## config.mk

```make
export PLATFORM = sky130hd
export DESIGN_NAME = muldiv_flat
export DESIGN_NICKNAME = d
export VERILOG_FILES = /design/src/rtl/muldiv_if.sv /design/src/rtl/muldiv.sv /design/src/flat_wrapper.sv
export SDC_FILE = /design/constraint.sdc
export NUM_CORES = 1
export LEC_CHECK = 0
export BUFFER_PORTS_ARGS = -buffer_cell sky130_fd_sc_hd__buf_2
export CAP_MARGIN = 20
export CORE_AREA = 10 10 184 230
export DETAILED_ROUTE_END_ITERATION = 10
export DIE_AREA = 0 0 194 240
export GPL_ROUTABILITY_DRIVEN = 0
export PLACE_DENSITY_LB_ADDON = 0.08
export SKIP_LAST_GASP = 1
export SYNTH_ARGS = -nofsm -noshare
export SYNTH_HDL_FRONTEND = slang
export SYNTH_SLANG_ARGS = --single-unit
```

## constraint.sdc

```tcl
create_clock -name clk -period 6.9 [get_ports clk]
set_input_delay 0.345 -clock clk [delete_from_list [all_inputs] [get_ports clk]]
set_output_delay 0.345 -clock clk [all_outputs]
set_load 0.01 [all_outputs]
```

## src/rtl/muldiv_if.sv

```systemverilog
// muldiv_if: operand/handshake bundle between issue logic and muldiv.
// master drives requests and mthi/mtlo writes; slave returns status and HI/LO.
interface muldiv_if;
    logic        start;
    logic [1:0]  op;
    logic [31:0] a;
    logic [31:0] b;
    logic        we_hi;
    logic        we_lo;
    logic [31:0] wd;
    logic        busy;
    logic        done;
    logic [31:0] hi;
    logic [31:0] lo;

    modport master (
        output start, op, a, b, we_hi, we_lo, wd,
        input  busy, done, hi, lo
    );

    modport slave (
        input  start, op, a, b, we_hi, we_lo, wd,
        output busy, done, hi, lo
    );
endinterface

```

## src/rtl/muldiv.sv

```systemverilog
// muldiv: iterative 32x32 multiply / divide with architectural HI/LO.
// Divide hardware is present only when MULDIV_DIV_EN is defined.
module muldiv (
    input  logic     clk,
    input  logic     reset,
    muldiv_if.slave  bus
);

    typedef enum logic [1:0] {IDLE, RUN, FIN} state_t;

    state_t      state;
    state_t      state_nx;
    logic [4:0]  cnt;
    logic [63:0] p;
    logic [31:0] opnd;
    logic        neg;
    logic [31:0] hi_r;
    logic [31:0] lo_r;
    logic        done_r;

    logic        sgn;
    logic [31:0] a_mag;
    logic [31:0] b_mag;
    logic        noop;
    logic [32:0] msum;
    logic [63:0] p_mul;
    logic [63:0] p_nx;
    logic [63:0] prod;

    assign sgn   = ~bus.op[0];
    assign a_mag = (sgn && bus.a[31]) ? 32'd0 - bus.a : bus.a;
    assign b_mag = (sgn && bus.b[31]) ? 32'd0 - bus.b : bus.b;

    assign msum  = {1'b0, p[63:32]} + {1'b0, (p[0] ? opnd : 32'd0)};
    assign p_mul = {msum, p[31:1]};
    assign prod  = neg ? 64'd0 - p : p;

`ifdef MULDIV_DIV_EN
    logic        isdiv;
    logic        neg_r;
    logic [32:0] t;
    logic [33:0] diff;
    logic [63:0] p_div;
    logic [31:0] quot;
    logic [31:0] rem;

    assign noop  = 1'b0;
    assign t     = {p[63:32], p[31]};
    assign diff  = {1'b0, t} - {2'b00, opnd};
    assign p_div = diff[33] ? {t[31:0], p[30:0], 1'b0}
                            : {diff[31:0], p[30:0], 1'b1};
    assign p_nx  = isdiv ? p_div : p_mul;
    assign quot  = neg ? 32'd0 - p[31:0] : p[31:0];
    assign rem   = neg_r ? 32'd0 - p[63:32] : p[63:32];
`else
    assign noop  = bus.op[1];
    assign p_nx  = p_mul;
`endif

    assign bus.busy = (state != IDLE);
    assign bus.done = done_r;
    assign bus.hi   = hi_r;
    assign bus.lo   = lo_r;

    // next-state: run 32 iterations, one finishing cycle, back to idle
    always_comb begin
        state_nx = state;
        case (state)
            IDLE:    if (bus.start && !noop) state_nx = RUN;
            RUN:     if (cnt == 5'd31) state_nx = FIN;
            FIN:     state_nx = IDLE;
            default: state_nx = IDLE;
        endcase
    end

    // state, datapath, HI/LO and done pulse
    always_ff @(posedge clk or negedge reset) begin
        if (!reset) begin
            state  <= IDLE;
            cnt    <= 5'd0;
            p      <= 64'd0;
            opnd   <= 32'd0;
            neg    <= 1'b0;
            hi_r   <= 32'd0;
            lo_r   <= 32'd0;
            done_r <= 1'b0;
`ifdef MULDIV_DIV_EN
            isdiv  <= 1'b0;
            neg_r  <= 1'b0;
`endif
        end else begin
            state  <= state_nx;
            done_r <= 1'b0;
            case (state)
                IDLE: begin
                    if (bus.we_hi) hi_r <= bus.wd;
                    if (bus.we_lo) lo_r <= bus.wd;
                    if (bus.start) begin
                        if (noop) begin
                            done_r <= 1'b1;
                        end else begin
                            cnt <= 5'd0;
                            neg <= sgn & (bus.a[31] ^ bus.b[31]);
`ifdef MULDIV_DIV_EN
                            isdiv <= bus.op[1];
                            neg_r <= sgn & bus.a[31];
                            if (bus.op[1]) begin
                                p    <= {32'd0, a_mag};
                                opnd <= b_mag;
                            end else begin
                                p    <= {32'd0, b_mag};
                                opnd <= a_mag;
                            end
`else
                            p    <= {32'd0, b_mag};
                            opnd <= a_mag;
`endif
                        end
                    end
                end
                RUN: begin
                    p   <= p_nx;
                    cnt <= cnt + 5'd1;
                end
                FIN: begin
                    done_r <= 1'b1;
                    cnt    <= 5'd0;
`ifdef MULDIV_DIV_EN
                    if (isdiv) begin
                        lo_r <= quot;
                        hi_r <= rem;
                    end else begin
                        {hi_r, lo_r} <= prod;
                    end
`else
                    {hi_r, lo_r} <= prod;
`endif
                end
                default: ;
            endcase
        end
    end

endmodule
```

## src/flat_wrapper.sv

```systemverilog
// flat-port wrapper written by rule: the top's interface ports become plain ports
module muldiv_flat 
  (clk, reset, bus_start, bus_op, bus_a, bus_b, bus_we_hi, bus_we_lo, bus_wd, bus_busy, bus_done, bus_hi, bus_lo);
  muldiv_if bus_i ();
  input  logic clk;
  input  logic reset;
  input wire logic [$bits(bus_i.start)-1:0] bus_start;
  input wire logic [$bits(bus_i.op)-1:0] bus_op;
  input wire logic [$bits(bus_i.a)-1:0] bus_a;
  input wire logic [$bits(bus_i.b)-1:0] bus_b;
  input wire logic [$bits(bus_i.we_hi)-1:0] bus_we_hi;
  input wire logic [$bits(bus_i.we_lo)-1:0] bus_we_lo;
  input wire logic [$bits(bus_i.wd)-1:0] bus_wd;
  output wire logic [$bits(bus_i.busy)-1:0] bus_busy;
  output wire logic [$bits(bus_i.done)-1:0] bus_done;
  output wire logic [$bits(bus_i.hi)-1:0] bus_hi;
  output wire logic [$bits(bus_i.lo)-1:0] bus_lo;
  assign bus_i.start = bus_start;
  assign bus_i.op = bus_op;
  assign bus_i.a = bus_a;
  assign bus_i.b = bus_b;
  assign bus_i.we_hi = bus_we_hi;
  assign bus_i.we_lo = bus_we_lo;
  assign bus_i.wd = bus_wd;
  assign bus_busy = bus_i.busy;
  assign bus_done = bus_i.done;
  assign bus_hi = bus_i.hi;
  assign bus_lo = bus_i.lo;
  muldiv u_core (.clk(clk), .reset(reset), .bus(bus_i));
endmodule
```

==> Yosys cells after proc, flatten, opt, wreduce, memory -nomap -nowiden <==
Cells that the tools add are included.
{ "totals": {"ff_bits": 169, "inputBits": 103, "out_inout_bits": 66, "word_cells": 61} }
{ "classes": {"addsub": 5, "eq_ne": 9, "mux": 20, "bitwise": 4, "reduce_logical": 15} }
{ "ops": {"columns": ["operator", "n"], "rows": [
  ["$mux W64", 3],
  ["$mux W32", 5],
  ["$pmux W32 S2", 2],
  ["$pmux W64 S2", 1],
  ["$sub A1 B32 Y32 const A", 2],
  ["$sub A1 B64 Y64 const A", 1],
  ["$add A32 B32 Y33", 1],
  ["$pmux W5 S3", 1],
  ["$mux W5", 2],
  ["$reduce_and A3 Y1", 3],
  ["$ne A2 B2 Y1 const B", 4],
  ["$reduce_and A2 Y1", 3],
  ["$reduce_bool A2 Y1", 3],
  ["$add A5 B1 Y5 const B", 1],
  ["$eq A5 B5 Y1 const B", 1],
  ["$mux W2", 2],
  ["$ne A2 B1 Y1 const B", 2],
  ["$pmux W2 S2", 1],
  ["$logic_and A1 B1 Y1", 3],
  ["$reduce_bool A3 Y1", 1],
  ["$eq A2 B1 Y1 const B", 1],
  ["$eq A2 B2 Y1 const B", 1],
  ["$logic_not A2 Y1", 1],
  ["$mux W1", 2],
  ["5 further kinds", 6]
]} }

==> Depth between registers and ports, before layout <==
{ "logic_depth": {"word_depth": 6, "ltp_mapped": 12, "depth_no_buf": 10} }

==> Worst setup path after synthesis <==
No wires, ideal clock.
{ "synth_path": {"path_type": "register to register", "from": "reg u_core.p[0]", "to": "reg u_core.p[55]", "setup_time_ns": 0.122, "t_arrival_ns": 2.977, "t_required_ns": 6.778, "path_slack_ns": 3.802, "path_stages_with_launch": 13, "path_buffers": 2, "period_less_slack_ns": 3.098, "cell_sequence": "dfrtp_1 > clkbuf_1 > clkbuf_1 > and2_1 > ha_1 > inv_1 > fa_1 > nor2b_1 > o2111ai_1 > a2111o_1 > a311oi_1 > o21ai_0 > a32o_1"} }
{ "synth_between": {"elab_chain_len": 3} }
{ "synth_lines": {"columns": ["item", "line", "rtl"], "rows": [
  ["from (decl)", "muldiv.sv:14", "logic [63:0] p;"],
  ["from (signal assigned)", "muldiv.sv:115", "p <= {32'd0, b_mag};"],
  ["from (signal assigned)", "muldiv.sv:122", "p <= p_nx;"],
  ["$mux W32", "muldiv.sv:34", "assign msum = {1'b0, p[63:32]} + {1'b0, (p[0] ? opnd : 32'd0)};"],
  ["$add A32 B32 Y33", "muldiv.sv:34", null],
  ["$pmux W64 S2", "muldiv.sv:94", "case (state)"]
]} }
Every way passes these cells.
A chain may end at the register's enable or synchronous reset.

==> Worst setup path in the final report <==
Ends and elaborated chain as after synthesis.

==> run_summary.xml <==
<?xml version="1.0" encoding="UTF-8"?>
<metrics>
  <group name="setup_path">
    <metric name="timing_worst_setup_path_type" unit="">reg2reg</metric>
    <metric name="crit_path_end_kind" unit="">register</metric>
    <metric name="critPathArrivalTime" unit="ns">3.82</metric>
    <metric name="regToRegSetupSlack" unit="ns">3.41</metric>
    <metric name="worstSetupStartpointType" unit="">register</metric>
    <metric name="worstPathRequired" unit="ns">7.23</metric>
    <metric name="critPathMaxFanout" unit="">37</metric>
  </group>
  <group name="cells_and_area">
    <metric name="layout_cells_sized_above_1" unit="%">15.5</metric>
    <metric name="num-fill-cells" unit="">4031</metric>
    <metric name="most-common-layout-cells" unit="">184 x nand2_1, 168 x buf_2, 168 x dfrtp_1, 148 x o21ai_0, 80 x nor2_1</metric>
    <metric name="post-route-cell-area" unit="sq um">13800</metric>
    <metric name="diodes" unit="">0</metric>
    <metric name="final_nets" unit="">1681</metric>
    <metric name="layout.cells.most_common" unit="">nand2_1</metric>
    <metric name="areaGrowthSynthToFinish" unit="%">15.6</metric>
  </group>
  <group name="yosys">
    <metric name="synth_async_sr_flop_share" unit="%">100</metric>
    <metric name="synth_cell_types" unit="">75</metric>
    <metric name="ys_seq_area_share" unit="%">35.4</metric>
    <metric name="synth_area" unit="sq um">12000</metric>
    <metric name="postSynthAreaPerCell" unit="sq um">8.32</metric>
    <metric name="postSynthRegisterBits" unit="">169</metric>
    <metric name="yosysWarnings" unit="">0</metric>
    <metric name="synth_enable_flop_cells" unit="">0</metric>
    <metric name="synthesis.nets" unit="">1578</metric>
    <metric name="synthCells" unit="">1437</metric>
    <metric name="postSynth.topFlopCell" unit="">dfrtp_1</metric>
  </group>
  <group name="cts">
    <metric name="postCtsHoldBufs" unit="">1</metric>
    <metric name="insertion_delay" unit="ns">0.45</metric>
    <metric name="clk_pin_slew" unit="ns">0.07</metric>
    <metric name="cts_tree" unit="">built</metric>
    <metric name="cts_root_buf" unit="">clkbuf_16</metric>
    <metric name="cts.sink_count" unit="">169</metric>
    <metric name="cts.htree.levels" unit="">4</metric>
    <metric name="postCtsResizedCells" unit="">0</metric>
    <metric name="cts-buffers-inserted" unit="">17</metric>
    <metric name="post_cts.repair.setup_buffers" unit="">0</metric>
    <metric name="clockBufferDepth" unit="">2</metric>
  </group>
  <group name="drt">
    <metric name="drtIter0Drc" unit="">788</metric>
    <metric name="wire_length_per_cell_after_detailed_routing" unit="microns">22.6</metric>
    <metric name="drtPass1Iterations" unit="">5</metric>
    <metric name="post-route-drc-count" unit="">0</metric>
    <metric name="ant_nets" unit="">0</metric>
    <metric name="routed_wl" unit="microns">46300</metric>
    <metric name="via_per_inst" unit="">5.59</metric>
    <metric name="num_vias" unit="">11437</metric>
  </group>
  <group name="floorplanning">
    <metric name="floorplan.die.height" unit="microns">240</metric>
    <metric name="floorplan.core_area" unit="sq um">37800</metric>
    <metric name="num_rows" unit="">80</metric>
    <metric name="die_area" unit="sq um">46600</metric>
    <metric name="boundaryPins" unit="">169</metric>
    <metric name="start_util" unit="%">31.6</metric>
    <metric name="die_width" unit="microns">194</metric>
  </group>
  <group name="timing">
    <metric name="worst_slew_pin_slew" unit="ns">1.03</metric>
    <metric name="holdWs" unit="ns">0.144</metric>
    <metric name="timing.fmax" unit="MHz">287</metric>
    <metric name="fin_tns_setup" unit="ns">0</metric>
    <metric name="rsz0062_at_grt" unit="">no</metric>
    <metric name="report.final.setup_viol" unit="">0</metric>
    <metric name="max-slew-margin-rel" unit="%">31.6</metric>
    <metric name="total_count_of_max_transition_violations_in_the_final_report" unit="">0</metric>
    <metric name="final.setup_skew" unit="ns">0.0114</metric>
    <metric name="finalHoldViolCount" unit="">0</metric>
    <metric name="layout_worst_path_cycle_share" unit="%">50.6</metric>
    <metric name="final.min_clock_period" unit="ns">3.49</metric>
  </group>
  <group name="global_route">
    <metric name="global_route.overflow_total" unit="">0</metric>
    <metric name="wire_length_of_the_first_global_routing_pass" unit="microns">70000</metric>
    <metric name="groute.usage.overall" unit="%">19.1</metric>
    <metric name="first_global_vias" unit="">11373</metric>
    <metric name="grt_max_degree" unit="">68</metric>
    <metric name="antenna_violations_before_repair" unit="">1</metric>
  </group>
  <group name="place">
    <metric name="placement.io_buffers" unit="">168</metric>
    <metric name="placed_cell_area" unit="sq um">13200</metric>
    <metric name="dp.final_hpwl" unit="microns">35900</metric>
  </group>
  <group name="pwr">
    <metric name="swShare" unit="%">47.0</metric>
    <metric name="net-switching-power" unit="mW">2.86</metric>
    <metric name="cellLeakagePower" unit="nW">5.74</metric>
    <metric name="p_per_area" unit="nW/um^2">440</metric>
    <metric name="sequentialPowerShare" unit="%">34.7</metric>
    <metric name="clk_network_pwr_share" unit="%">17.4</metric>
    <metric name="power" unit="mW">6.08</metric>
    <metric name="peakVddDrop" unit="V">0.000158</metric>
    <metric name="internal_power" unit="mW">3.22</metric>
    <metric name="comb_power_share" unit="%">47.9</metric>
  </group>
  <group name="job">
    <metric name="drv_cap" unit="">0</metric>
  </group>
  <group name="min_path">
    <metric name="hold_class" unit="">in2reg</metric>
  </group>
  <group name="outcome">
    <metric name="run_status" unit="">completed</metric>
  </group>
</metrics>
## sequential cells by signal (all words and copies together) (netlist names)
name and flops:
u_core.p 64, u_core.bus.hi 32, u_core.bus.lo 32, u_core.opnd 32, u_core.cnt 5, u_core.state 2, u_core.bus.done 1, u_core.neg 1
## per-stage QoR
stage	cells	setup WS [ns]	util, %
3_3_place_gp	2011	3.48	34.8
5_1_grt	2045	3.20	36.5
6_report	2045	3.41	36.5
2_1_floorplan	1437	3.80	-
3_5_place_dp	2012	3.40	34.8
4_1_cts	2045	3.36	36.5
## power by group through the flow
| stage | Clock (mW) | Sequential, mW | Combinational, mW |
|---|---|---|---|
| floorplan | 0 | 1.87 | 1.98 |
| CTS | 1.09 | 2.10 | 2.95 |
| global placement | 0 | 2.12 | 2.91 |
| detailed placement | 0 | 2.12 | 2.93 |
| finish | 1.06 | 2.11 | 2.91 |
| global route | 1.12 | 2.17 | 3.24 |
## logic make-up after synthesis
| logic type | synth area share [%] |
|---|---|
| flip-flops | 35.4 |
| AND/OR/NAND/NOR | 21.9 |
| buffers and inverters | 4.12 |
| adder cells (fa/ha/maj) | 4.04 |
| XOR/XNOR | 8.06 |
| multiplexers | 2.71 |
| AO/OA/AOI/OAI | 23.8 |
## worst max-delay path: stages, from the launching register on
cell	delay, ns
dfrtp_1	0.33
buf_4	0.33
and2_1	0.21
ha_1	0.19
inv_1	0.07
fa_1	0.40
nor2b_1	0.17
o2111ai_1	0.22
a2111o_1	0.51
a311oi_1	0.51
o21ai_0	0.14
a32o_1	0.27
## metal layers
layer	wire (microns)	track usage, %	vias up	share of wire, %
li1	-	-	5527	-
met1	19700	23.3	5554	43
met2	23200	33.2	301	50
met3	1780	2.80	55	3.8
met4	1610	7.70	0	3.5
met5	0	0	-	0
## Yosys cell counts, types with 6 or more instances
cell	number	area share, %
a21o_1	6	0.38
dfrtp_1	169	35
nand2_1	185	5.8
nor4_1	24	1.3
xnor2_1	51	3.7
nand3_1	27	1.1
nor3_1	48	2.0
and2_1	37	1.9
a211oi_1	15	0.94
nand2b_1	10	0.52
nand4_1	22	1.2
a21oi_1	72	3.0
a222oi_1	13	1.1
or2_2	7	0.37
o41ai_1	14	1.0
a31oi_1	10	0.52
inv_1	27	0.85
o211ai_1	10	0.63
o22ai_1	11	0.58
a22oi_1	30	1.9
buf_1	10	0.31
nor2b_1	12	0.63
clkbuf_1	88	2.8
mux2i_1	29	2.4
or3_1	23	1.2
o21ai_0	148	6.2
ha_1	37	3.9
and3_1	11	0.58
o31ai_1	21	1.3
xor2_1	59	4.3
or4_1	16	1.0
o21a_1	10	0.63
o221ai_1	23	1.7
nor2_1	80	2.5
## layout make-up
type	count	area (sq um)	share of cell area, %
Clock buffer	20	457	3.30
Clock inverter	12	173	1.25
Inverter	27	101	0.733
Multi-Input combinational cell	1140	7270	52.6
Sequential cell	169	4230	30.6
Tap cell	492	616	4.45
Timing Repair Buffer	185	975	7.05
## path summary, 6_finish.rpt
path | startpoint | to | cells after the start
worst min-delay path | bus_wd[12] | u_core.bus.hi[12] | 3
worst max-delay path | u_core.p[0] | u_core.p[55] | 11
max in group asynchronous | reset | u_core.neg | 3
worst max register to register | u_core.p[0] | u_core.p[55] | 11
min in group asynchronous | reset | u_core.opnd[9] | 2
worst min register to register | u_core.bus.lo[6] | u_core.bus.lo[6] | 2
Note: power is estimated with default switching activity, not from simulation.
